**config.mk**
```make
export PLATFORM = sky130hd
export DESIGN_NAME = timer555_oneshot_sched
export DESIGN_NICKNAME = d
export VERILOG_FILES = /design/src/rtl/timer555_sched_pkg.sv /design/src/rtl/timer555_rr_arb.sv /design/src/rtl/timer555_oneshot_sched.sv
export SDC_FILE = /design/constraint.sdc
export NUM_CORES = 1
export LEC_CHECK = 0
export ABC_CLOCK_PERIOD_IN_PS = 3690
export CAP_MARGIN = 20
export CORE_MARGIN = 4
export CORE_UTILIZATION = 40
export DETAILED_ROUTE_END_ITERATION = 8
export PLACE_DENSITY = 0.62
export RECOVER_POWER = 25
export SYNTH_ARGS = -nofsm -noshare
export SYNTH_HDL_FRONTEND = slang
export SYNTH_SLANG_ARGS = --single-unit
```
**constraint.sdc**
```tcl
create_clock -name clk -period 3.69 [get_ports clk]
set_input_delay 0.738 -clock clk [delete_from_list [all_inputs] [get_ports clk]]
set_output_delay 0.738 -clock clk [all_outputs]
set_load 0.03 [all_outputs]
```
**src/rtl/timer555_sched_pkg.sv**
```systemverilog
// Shared types and defaults for the 555 one-shot scheduler.
// Latency: n/a (types, constants and a pure function only).
// Backpressure: n/a.
package timer555_sched_pkg;

  typedef enum logic [2:0] {
    IDLE,
    TRIG,
    WAIT_HI,
    MEASURE,
    DONE,
    RECOVER
  } state_t;

  localparam int DEF_N_REQ          = 4;
  localparam int DEF_CNT_W          = 16;
  localparam int DEF_TRIG_CYCLES    = 4;
  localparam int DEF_RST_CYCLES     = 8;
  localparam int DEF_TIMEOUT_CYCLES = 1024;
  localparam int DEF_SYNC_STAGES    = 2;

  // Index of the set bit in a one-hot vector of up to 16 requesters.
  // A zero vector returns 0.
  function automatic int unsigned onehot_to_idx(input logic [15:0] i_oh);
    int unsigned r_idx;
    r_idx = 0;
    for (int k = 0; k < 16; k++) begin
      if (i_oh[k]) r_idx = unsigned'(k);
    end
    return r_idx;
  endfunction

endpackage

```
**src/rtl/timer555_rr_arb.sv**
```systemverilog
// Combinational round-robin pick: first set request at or after the pointer, with wrap.
// Latency: zero cycles (pure combinational).
// Backpressure: none; the caller decides when to sample o_grant.
//   i_req   : request vector
//   i_ptr   : index with highest priority this round
//   o_grant : one-hot pick (zero when no request)
//   o_valid : at least one request is set
module timer555_rr_arb
  import timer555_sched_pkg::*;
#(
  parameter int N_REQ = DEF_N_REQ,
  parameter int PTR_W = 2
) (
  input  logic [N_REQ-1:0] i_req,
  input  logic [PTR_W-1:0] i_ptr,
  output logic [N_REQ-1:0] o_grant,
  output logic             o_valid
);

  localparam logic [N_REQ-1:0] ONE = N_REQ'(1);

  logic [N_REQ-1:0] w_mask;
  logic [N_REQ-1:0] w_masked;
  logic [N_REQ-1:0] w_sel;

  always_comb begin
    w_mask = '0;
    for (int i = 0; i < N_REQ; i++) begin
      w_mask[i] = (i >= int'(i_ptr));
    end
    // Requests at/after the pointer win; if none, wrap to the full vector.
    w_masked = i_req & w_mask;
    w_sel    = (w_masked != '0) ? w_masked : i_req;
    // Isolate the lowest set bit.
    o_grant  = w_sel & (~w_sel + ONE);
    o_valid  = |i_req;
  end

endmodule

```
**src/rtl/timer555_oneshot_sched.sv**
```systemverilog
// Shares one monostable 555 among N_REQ requesters: round-robin grant, trigger, measure out high-time.
// Latency: TRIG_CYCLES + time to out rise + pulse width + SYNC_STAGES, plus one DONE cycle per job.
// Backpressure: req is a level; sampled only in IDLE, grant held until the job ends (done or err).
//   clk/rst          : clock, synchronous active-high reset
//   req/grant/done   : level requests, one-hot job grant, one-cycle completion pulse
//   err              : one-cycle pulse on rise timeout or width counter saturation
//   width_q          : last measured out high-time in clk cycles
//   trig_n/reset_n   : 555 trigger and reset pins (active low)
//   out_in           : 555 output pin, asynchronous
//   busy             : state is not IDLE
module timer555_oneshot_sched
  import timer555_sched_pkg::*;
#(
  parameter int N_REQ          = DEF_N_REQ,
  parameter int CNT_W          = DEF_CNT_W,
  parameter int TRIG_CYCLES    = DEF_TRIG_CYCLES,
  parameter int RST_CYCLES     = DEF_RST_CYCLES,
  parameter int TIMEOUT_CYCLES = DEF_TIMEOUT_CYCLES,
  parameter int SYNC_STAGES    = DEF_SYNC_STAGES
) (
  input  logic             clk,
  input  logic             rst,
  input  logic [N_REQ-1:0] req,
  output logic [N_REQ-1:0] grant,
  output logic [N_REQ-1:0] done,
  output logic             err,
  output logic [CNT_W-1:0] width_q,
  output logic             trig_n,
  output logic             reset_n,
  input  logic             out_in,
  output logic             busy
);

  localparam int PTR_W = (N_REQ > 1) ? $clog2(N_REQ) : 1;
  localparam logic [PTR_W-1:0] LAST_IDX  = PTR_W'(N_REQ - 1);
  localparam logic [PTR_W-1:0] PTR_ONE   = PTR_W'(1);
  localparam logic [CNT_W-1:0] CNT_ONE   = CNT_W'(1);
  localparam logic [CNT_W-1:0] TRIG_LAST = CNT_W'(TRIG_CYCLES - 1);
  localparam logic [CNT_W-1:0] RST_LAST  = CNT_W'(RST_CYCLES - 1);
  localparam logic [CNT_W-1:0] TMO_LAST  = CNT_W'(TIMEOUT_CYCLES - 1);

  state_t                 r_state;
  logic [CNT_W-1:0]       r_cnt;
  logic [N_REQ-1:0]       r_grant;
  logic [PTR_W-1:0]       r_ptr;
  logic [N_REQ-1:0]       r_done;
  logic                   r_err;
  logic [CNT_W-1:0]       r_width;
  logic                   r_trig_n;
  logic                   r_reset_n;
  logic                   r_busy;
  logic [SYNC_STAGES-1:0] r_sync;

  state_t                 w_state_nxt;
  logic [CNT_W-1:0]       w_cnt_nxt;
  logic [N_REQ-1:0]       w_grant_nxt;
  logic [PTR_W-1:0]       w_ptr_nxt;
  logic [N_REQ-1:0]       w_done_nxt;
  logic                   w_err_nxt;
  logic [CNT_W-1:0]       w_width_nxt;

  logic                   w_out_s;
  logic [N_REQ-1:0]       w_arb_grant;
  logic                   w_arb_vld;
  logic [PTR_W-1:0]       w_gidx;
  logic [PTR_W-1:0]       w_ptr_adv;

  assign w_out_s   = r_sync[SYNC_STAGES-1];
  assign w_gidx    = PTR_W'(onehot_to_idx(16'(r_grant)));
  assign w_ptr_adv = (w_gidx == LAST_IDX) ? '0 : (w_gidx + PTR_ONE);

  timer555_rr_arb #(
    .N_REQ (N_REQ),
    .PTR_W (PTR_W)
  ) u_arb (
    .i_req   (req),
    .i_ptr   (r_ptr),
    .o_grant (w_arb_grant),
    .o_valid (w_arb_vld)
  );

  always_comb begin
    w_state_nxt = r_state;
    w_cnt_nxt   = r_cnt;
    w_grant_nxt = r_grant;
    w_ptr_nxt   = r_ptr;
    w_done_nxt  = '0;
    w_err_nxt   = 1'b0;
    w_width_nxt = r_width;
    case (r_state)
      IDLE: begin
        // A high output before any trigger is a stuck latch: clear it first.
        if (w_out_s) begin
          w_state_nxt = RECOVER;
          w_cnt_nxt   = '0;
        end else if (w_arb_vld) begin
          w_grant_nxt = w_arb_grant;
          w_state_nxt = TRIG;
          w_cnt_nxt   = '0;
        end
      end
      TRIG: begin
        if (r_cnt == TRIG_LAST) begin
          w_state_nxt = WAIT_HI;
          w_cnt_nxt   = '0;
        end else begin
          w_cnt_nxt = r_cnt + CNT_ONE;
        end
      end
      WAIT_HI: begin
        // The cycle out_s is first seen high counts as the first high cycle.
        if (w_out_s) begin
          w_state_nxt = MEASURE;
          w_cnt_nxt   = CNT_ONE;
        end else if (r_cnt == TMO_LAST) begin
          w_err_nxt   = 1'b1;
          w_state_nxt = RECOVER;
          w_cnt_nxt   = '0;
        end else begin
          w_cnt_nxt = r_cnt + CNT_ONE;
        end
      end
      MEASURE: begin
        if (!w_out_s) begin
          w_width_nxt = r_cnt;
          w_done_nxt  = r_grant;
          w_state_nxt = DONE;
        end else if (r_cnt == '1) begin
          w_err_nxt   = 1'b1;
          w_state_nxt = RECOVER;
          w_cnt_nxt   = '0;
        end else begin
          w_cnt_nxt = r_cnt + CNT_ONE;
        end
      end
      DONE: begin
        w_grant_nxt = '0;
        w_ptr_nxt   = w_ptr_adv;
        w_state_nxt = IDLE;
        w_cnt_nxt   = '0;
      end
      RECOVER: begin
        if (r_cnt == RST_LAST) begin
          w_state_nxt = IDLE;
          w_cnt_nxt   = '0;
          w_grant_nxt = '0;
          // Only a failed job moves the pointer; a stale-output pass does not.
          if (|r_grant) w_ptr_nxt = w_ptr_adv;
        end else begin
          w_cnt_nxt = r_cnt + CNT_ONE;
        end
      end
      default: begin
        w_state_nxt = RECOVER;
        w_cnt_nxt   = '0;
        w_grant_nxt = '0;
      end
    endcase
  end

  always_ff @(posedge clk) begin
    if (rst) begin
      r_state   <= RECOVER;
      r_cnt     <= '0;
      r_grant   <= '0;
      r_ptr     <= '0;
      r_done    <= '0;
      r_err     <= 1'b0;
      r_width   <= '0;
      r_trig_n  <= 1'b1;
      r_reset_n <= 1'b0;
      r_busy    <= 1'b1;
      r_sync    <= '0;
    end else begin
      r_state   <= w_state_nxt;
      r_cnt     <= w_cnt_nxt;
      r_grant   <= w_grant_nxt;
      r_ptr     <= w_ptr_nxt;
      r_done    <= w_done_nxt;
      r_err     <= w_err_nxt;
      r_width   <= w_width_nxt;
      // Pin drives are registered from the next state so they never glitch.
      r_trig_n  <= (w_state_nxt != TRIG);
      r_reset_n <= (w_state_nxt != RECOVER);
      r_busy    <= (w_state_nxt != IDLE);
      r_sync    <= {r_sync[SYNC_STAGES-2:0], out_in};
    end
  end

  assign grant   = r_grant;
  assign done    = r_done;
  assign err     = r_err;
  assign width_q = r_width;
  assign trig_n  = r_trig_n;
  assign reset_n = r_reset_n;
  assign busy    = r_busy;

endmodule

```
# ---- Word-level counts from Yosys, hierarchy flattened
# Cells that the tools add are included.
dict set report totals {
  register_bits 51
  inputBits 7
  output_inout_bits 28
  word_cells 88
}
dict set report op_classes {
  add_sub_neg 3
  order_cmp 3
  n_eq_ne 18
  muxes 35
  bitwise 6
  reduce_logical 12
}
# cell n
set ops {}
lappend ops {{2-to-1 mux 16 bit} 8}
lappend ops {{one-hot mux 16 bit (5 select lines)} 1}
lappend ops {{2-to-1 mux 3 bit} 8}
lappend ops {{one-hot mux 3 bit (6 select lines)} 1}
lappend ops {{adder 16 x 1 -> 16 bit, second input constant} 1}
lappend ops {{equality test 16 x 10 -> 1 bit, second input constant} 1}
lappend ops {{equality test 16 bit, second input constant} 1}
lappend ops {{equality test 16 x 2 -> 1 bit, second input constant} 1}
lappend ops {{equality test 16 x 3 -> 1 bit, second input constant} 1}
lappend ops {{2-to-1 mux 4 bit} 4}
lappend ops {{one-hot mux 4 bit (3 select lines)} 1}
lappend ops {{2-to-1 mux 2 bit} 5}
lappend ops {{bitwise AND 4 bit} 2}
lappend ops {{!= test 2 bit, second input constant} 4}
lappend ops {{OR reduction 4 bit} 2}
lappend ops {{equality test 3 x 2 -> 1 bit, second input constant} 2}
lappend ops {{equality test 3 bit, second input constant} 2}
lappend ops {{OR reduction 3 bit} 2}
lappend ops {{2-to-1 mux 1 bit} 5}
lappend ops {{adder 4 x 1 -> 4 bit, second input constant} 1}
lappend ops {{>= comparator 1 x 2 -> 1 bit, first input constant} 2}
lappend ops {{inverter 4 bit} 1}
lappend ops {{one-hot mux 2 bit (2 select lines)} 1}
lappend ops {{AND reduction 2 bit} 2}
lappend ops {{other kinds (16)} 18}

# ---- Logic depth before layout (Yosys ltp)
dict set report depth {
  depth_word 10
  depth_mapped 7
  depth_no_buf 6
}

# ---- By module
# Synthesis repeated with hierarchy kept, for this count alone.
dict set report unflattened {
  cells_unflattened 301
  hier_area_um2 2459.9
}
# module n_inst cells_each area_per_inst_um2 seq_area_each_um2
set by_module_without_submodules {}
lappend by_module_without_submodules {timer555_oneshot_sched 1 282 2342.2 1021.0}
lappend by_module_without_submodules {timer555_rr_arb 1 19 117.6 0.0}

# ---- Worst setup path after synthesis
# OpenSTA, ideal clock, no wires.
dict set report synth_timing {
  kind {flip-flop to flip-flop}
  start {reg r_cnt[0]}
  end {reg r_cnt[10]}
  arrival_ns 1.934
  path_slack_ns 1.641
  path_stages_with_launch 8
  period_less_slack_ns 2.049
  path_cell_list {dfxtp_1 -> ha_1 -> nand3_1 -> o41ai_2 -> o31ai_2 -> o31ai_4 -> buf_6 -> nor2_2}
}
dict set report synth_between {
  elab_chain_cells 4
  elab_cells_between_ends 12
  cone_classes {1 x add/sub; 4 x eq/ne; 7 x mux}
}
# element line
set synth_rtl {}
lappend synth_rtl {{from (decl)} timer555_oneshot_sched.sv:43} ;# logic [CNT_W-1:0] r_cnt;
lappend synth_rtl {{from (signal assigned)} timer555_oneshot_sched.sv:176} ;# r_cnt <= w_cnt_nxt;
lappend synth_rtl {{adder 16 x 1 -> 16 bit, or another cell as far along} --}
lappend synth_rtl {{2-to-1 mux 16 bit (on tied branches)} {timer555_oneshot_sched.sv:128, timer555_oneshot_sched.sv:115}}
lappend synth_rtl {{2-to-1 mux 16 bit (on tied branches)} {timer555_oneshot_sched.sv:124, timer555_oneshot_sched.sv:112}}
lappend synth_rtl {{one-hot mux 16 bit (5 select lines) *} timer555_oneshot_sched.sv:90} ;# case (r_state)
# Mark *: on every way between the ends. The rest lies on a longest branch, timed or not. The select of a mux whose other input is x is not followed.
# A chain may end at the register's enable or synchronous reset.

# ---- Worst setup path in the final report
dict set report layout_timing {
  start {reg r_cnt[0]}
  end {reg r_cnt[15]}
}
# The elaborated chain is that of the path after synthesis.

==> results.md <==
* Top cell type's share of synthesized area at 0.419
* RD Place Congestion at 0.820
* Post-CTS Hold Fix Bufs at 0
* DR WL/cell at 15.2 um
* Pin count of the biggest net entering global routing at 27
* Die width at 86.0 um
* Multi-input logic area at 1300 um^2
* Crit Path Category: reg -> reg
* ANT nets after route at 0
* Vias per cell at 5.66
* I/O Buffers at 34
* Status: finished, final reports clean
* Initial Util at 0.411
* Setup violators final at 0
* Root Driver: clkbuf_8
* Period minus WS final at 2670 ps
* Residual DRC count at 0
* Core area at 5920 um^2
* Yosys warnings at 0
* Metal-1 WL at 2660 um
* Post-CTS Setup Repair Bufs at 0
* Die Y at 86.0 um
* Slew headroom at 0.442
* Pwr Density at 334 nW/um^2
* Layout cells sized above 1 at 0.0828
* Most frequent cells in the layout: nand2_1 (53), dfxtp_1 (51), a21oi_1 (25), clkdlybuf4s50_1 (19), dlygate4sd3_1 (15)
* Die Area at 7400 um^2
* Synth top area cells: dfxtp_1 (42%), nand2_1 (8.2%), a21oi_1 (5.1%)
* Total GRT Usage at 0.166
* Crit Path Max Fanout at 11
* Met3 WL at 248 um
* Leading cell type in the layout, fill and taps excluded: nand2_1
* Mapped Nets at 297
* Drt first pass iters at 4
* Top routing layer in use: met4
* DRT Wirelength at 5900 um
* Max Slew Vio Count at 0
* Post-synth EDFFs at 0
* Synth area leader: dfxtp_1
* Worst setup SP type: register
* Vias at 2203
* Fill count at 607
* Max IR drop VDD at 201 uV
* Routed wl met2 at 2940 um
* Number of global-route vias before repair at 2057
* Mean post-synth cell area at 8.43 um^2
* Async set-reset flop share out of synthesis at 0
* Post-CTS resize count at 0
* Pleak at 0.961 nW
* Antenna violations before repair at 0
* Final Worst Setup Slack at 1020 ps
* Hpwl dp at 4320 um
* Power, Total at 0.000964 W
* Max-Cap Viols at 0
* Post-Synthesis Cells at 289
* Synth Flop Type: dfxtp_1
* Area Growth Syn to Fin at 18.5%
* Synth Cell Area at 2430 um^2
* 1st-iter DRT viols at 134
* Crit end category: register
* RSZ-0062 raised after global routing: false
* Setup WS pre-CTS at 905 ps
* Max frequency at 0.374 GHz
* Clk_lat worst skew at 310 ps
* Worst-path clk slew at 100 ps
* Synth Register Bits at 51
* Cell variety after synth at 59
* First-pass GRT wire length at 10000 um
* ANT cells at 0
* Endpoints failing hold at 0
* Deepest clock path buffer count at 2
* Critical path arrival at 2850 ps
* I/O pin total at 35
* Clock sink count at 51
* Period utilisation layout at 0.725
* CTS tree: yes
* Fin Clk Skew at 11.1 ps
* Final nets at 321
* Num rows at 28
* Reg area at 1020 um^2
* Post-synthesis sequential area ratio at 0.419
* Hold Path Class: reg -> reg
* Setup TNS at 0 ps
* Least-Margin Pin Slew at 838 ps
* Worst hold slack at 451 ps
* Grt ovf at 0
* Finished Core Util at 0.487
* H-tree Lvls at 2
* Req. time, crit path at 3870 ps
* Clock buffer count from CTS at 5
[report_power, final]
part | switching [W] | internal [W] | total, W
combinational | 0.0000292 | 0.0000205 | 0.0000497
sequential | 0.00000955 | 0.000556 | 0.000565
clock | 0.000195 | 0.000154 | 0.000349
[per-stage QoR]
stage	area [um^2]	cells
after floorplan	2430	289
after detailed placement	2800	381
after global routing	2890	389
after global placement	2800	381
final	2890	389
after CTS	2900	389
[critical path: stages (launching register included)]
cell and delay, ps:
dfxtp_1 450, ha_1 260, nand3_1 300, o41ai_2 550, o31ai_2 250, o31ai_4 620
nor2_1 110
[area by class of cell]
type / instances / share of cell area
inverters: 7 / 0.00911
multi-input cells: 212 / 0.449
flip-flops and latches: 51 / 0.354
clock inverters: 2 / 0.00477
clock buffers: 6 / 0.0286
repair buffers: 36 / 0.122
well taps: 75 / 0.0325
[per-layer routing]
metal	GRT usage	vias to the layer above
met2	0.282	54
li1	-	1087
met1	0.213	1058
met4	0.0460	0
met3	0.0355	4
met5	0	-
[cell families after synthesis]
family,Yosys count,share of synthesized area
fa+ha+maj,1,0.00514
buf+inv,26,0.0483
flops,51,0.419
compound gates,67,0.197
simple gates,132,0.287
xor+xnor,12,0.0432
[cell usage after synthesis, types with 5 or more instances]
cell	count
nand2_1	53
a21oi_1	25
dfxtp_1	51
o21ai_0	8
nor2_2	10
xnor2_1	7
nand2b_1	5
clkbuf_1	12
and3_1	5
nor4_1	8
nand4_1	9
nor2b_1	5
nand3_1	7
inv_1	7
xor2_1	5
nor2_1	11
[flip-flops by register name, indices dropped and copies added (netlist names)]
signal	count
busy	1
done	4
err	1
grant	4
r_cnt	16
r_ptr	2
r_state	3
r_sync	2
reset_n	1
trig_n	1
width_q	16
[final timing paths]
path                            slack (ps)                   from                endpoint  depth (start not counted)
worst max-delay path                  1020  r_cnt[0]$_SDFFE_PP0P_  r_cnt[15]$_SDFFE_PP0P_                          6
worst min-delay path                   450   r_sync[0]$_SDFF_PP0_    r_sync[1]$_SDFF_PP0_                          1
worst max register to register        1020  r_cnt[0]$_SDFFE_PP0P_  r_cnt[15]$_SDFFE_PP0P_                          6
worst min register to register         450   r_sync[0]$_SDFF_PP0_    r_sync[1]$_SDFF_PP0_                          1
Power figures use the tool's default switching activity.
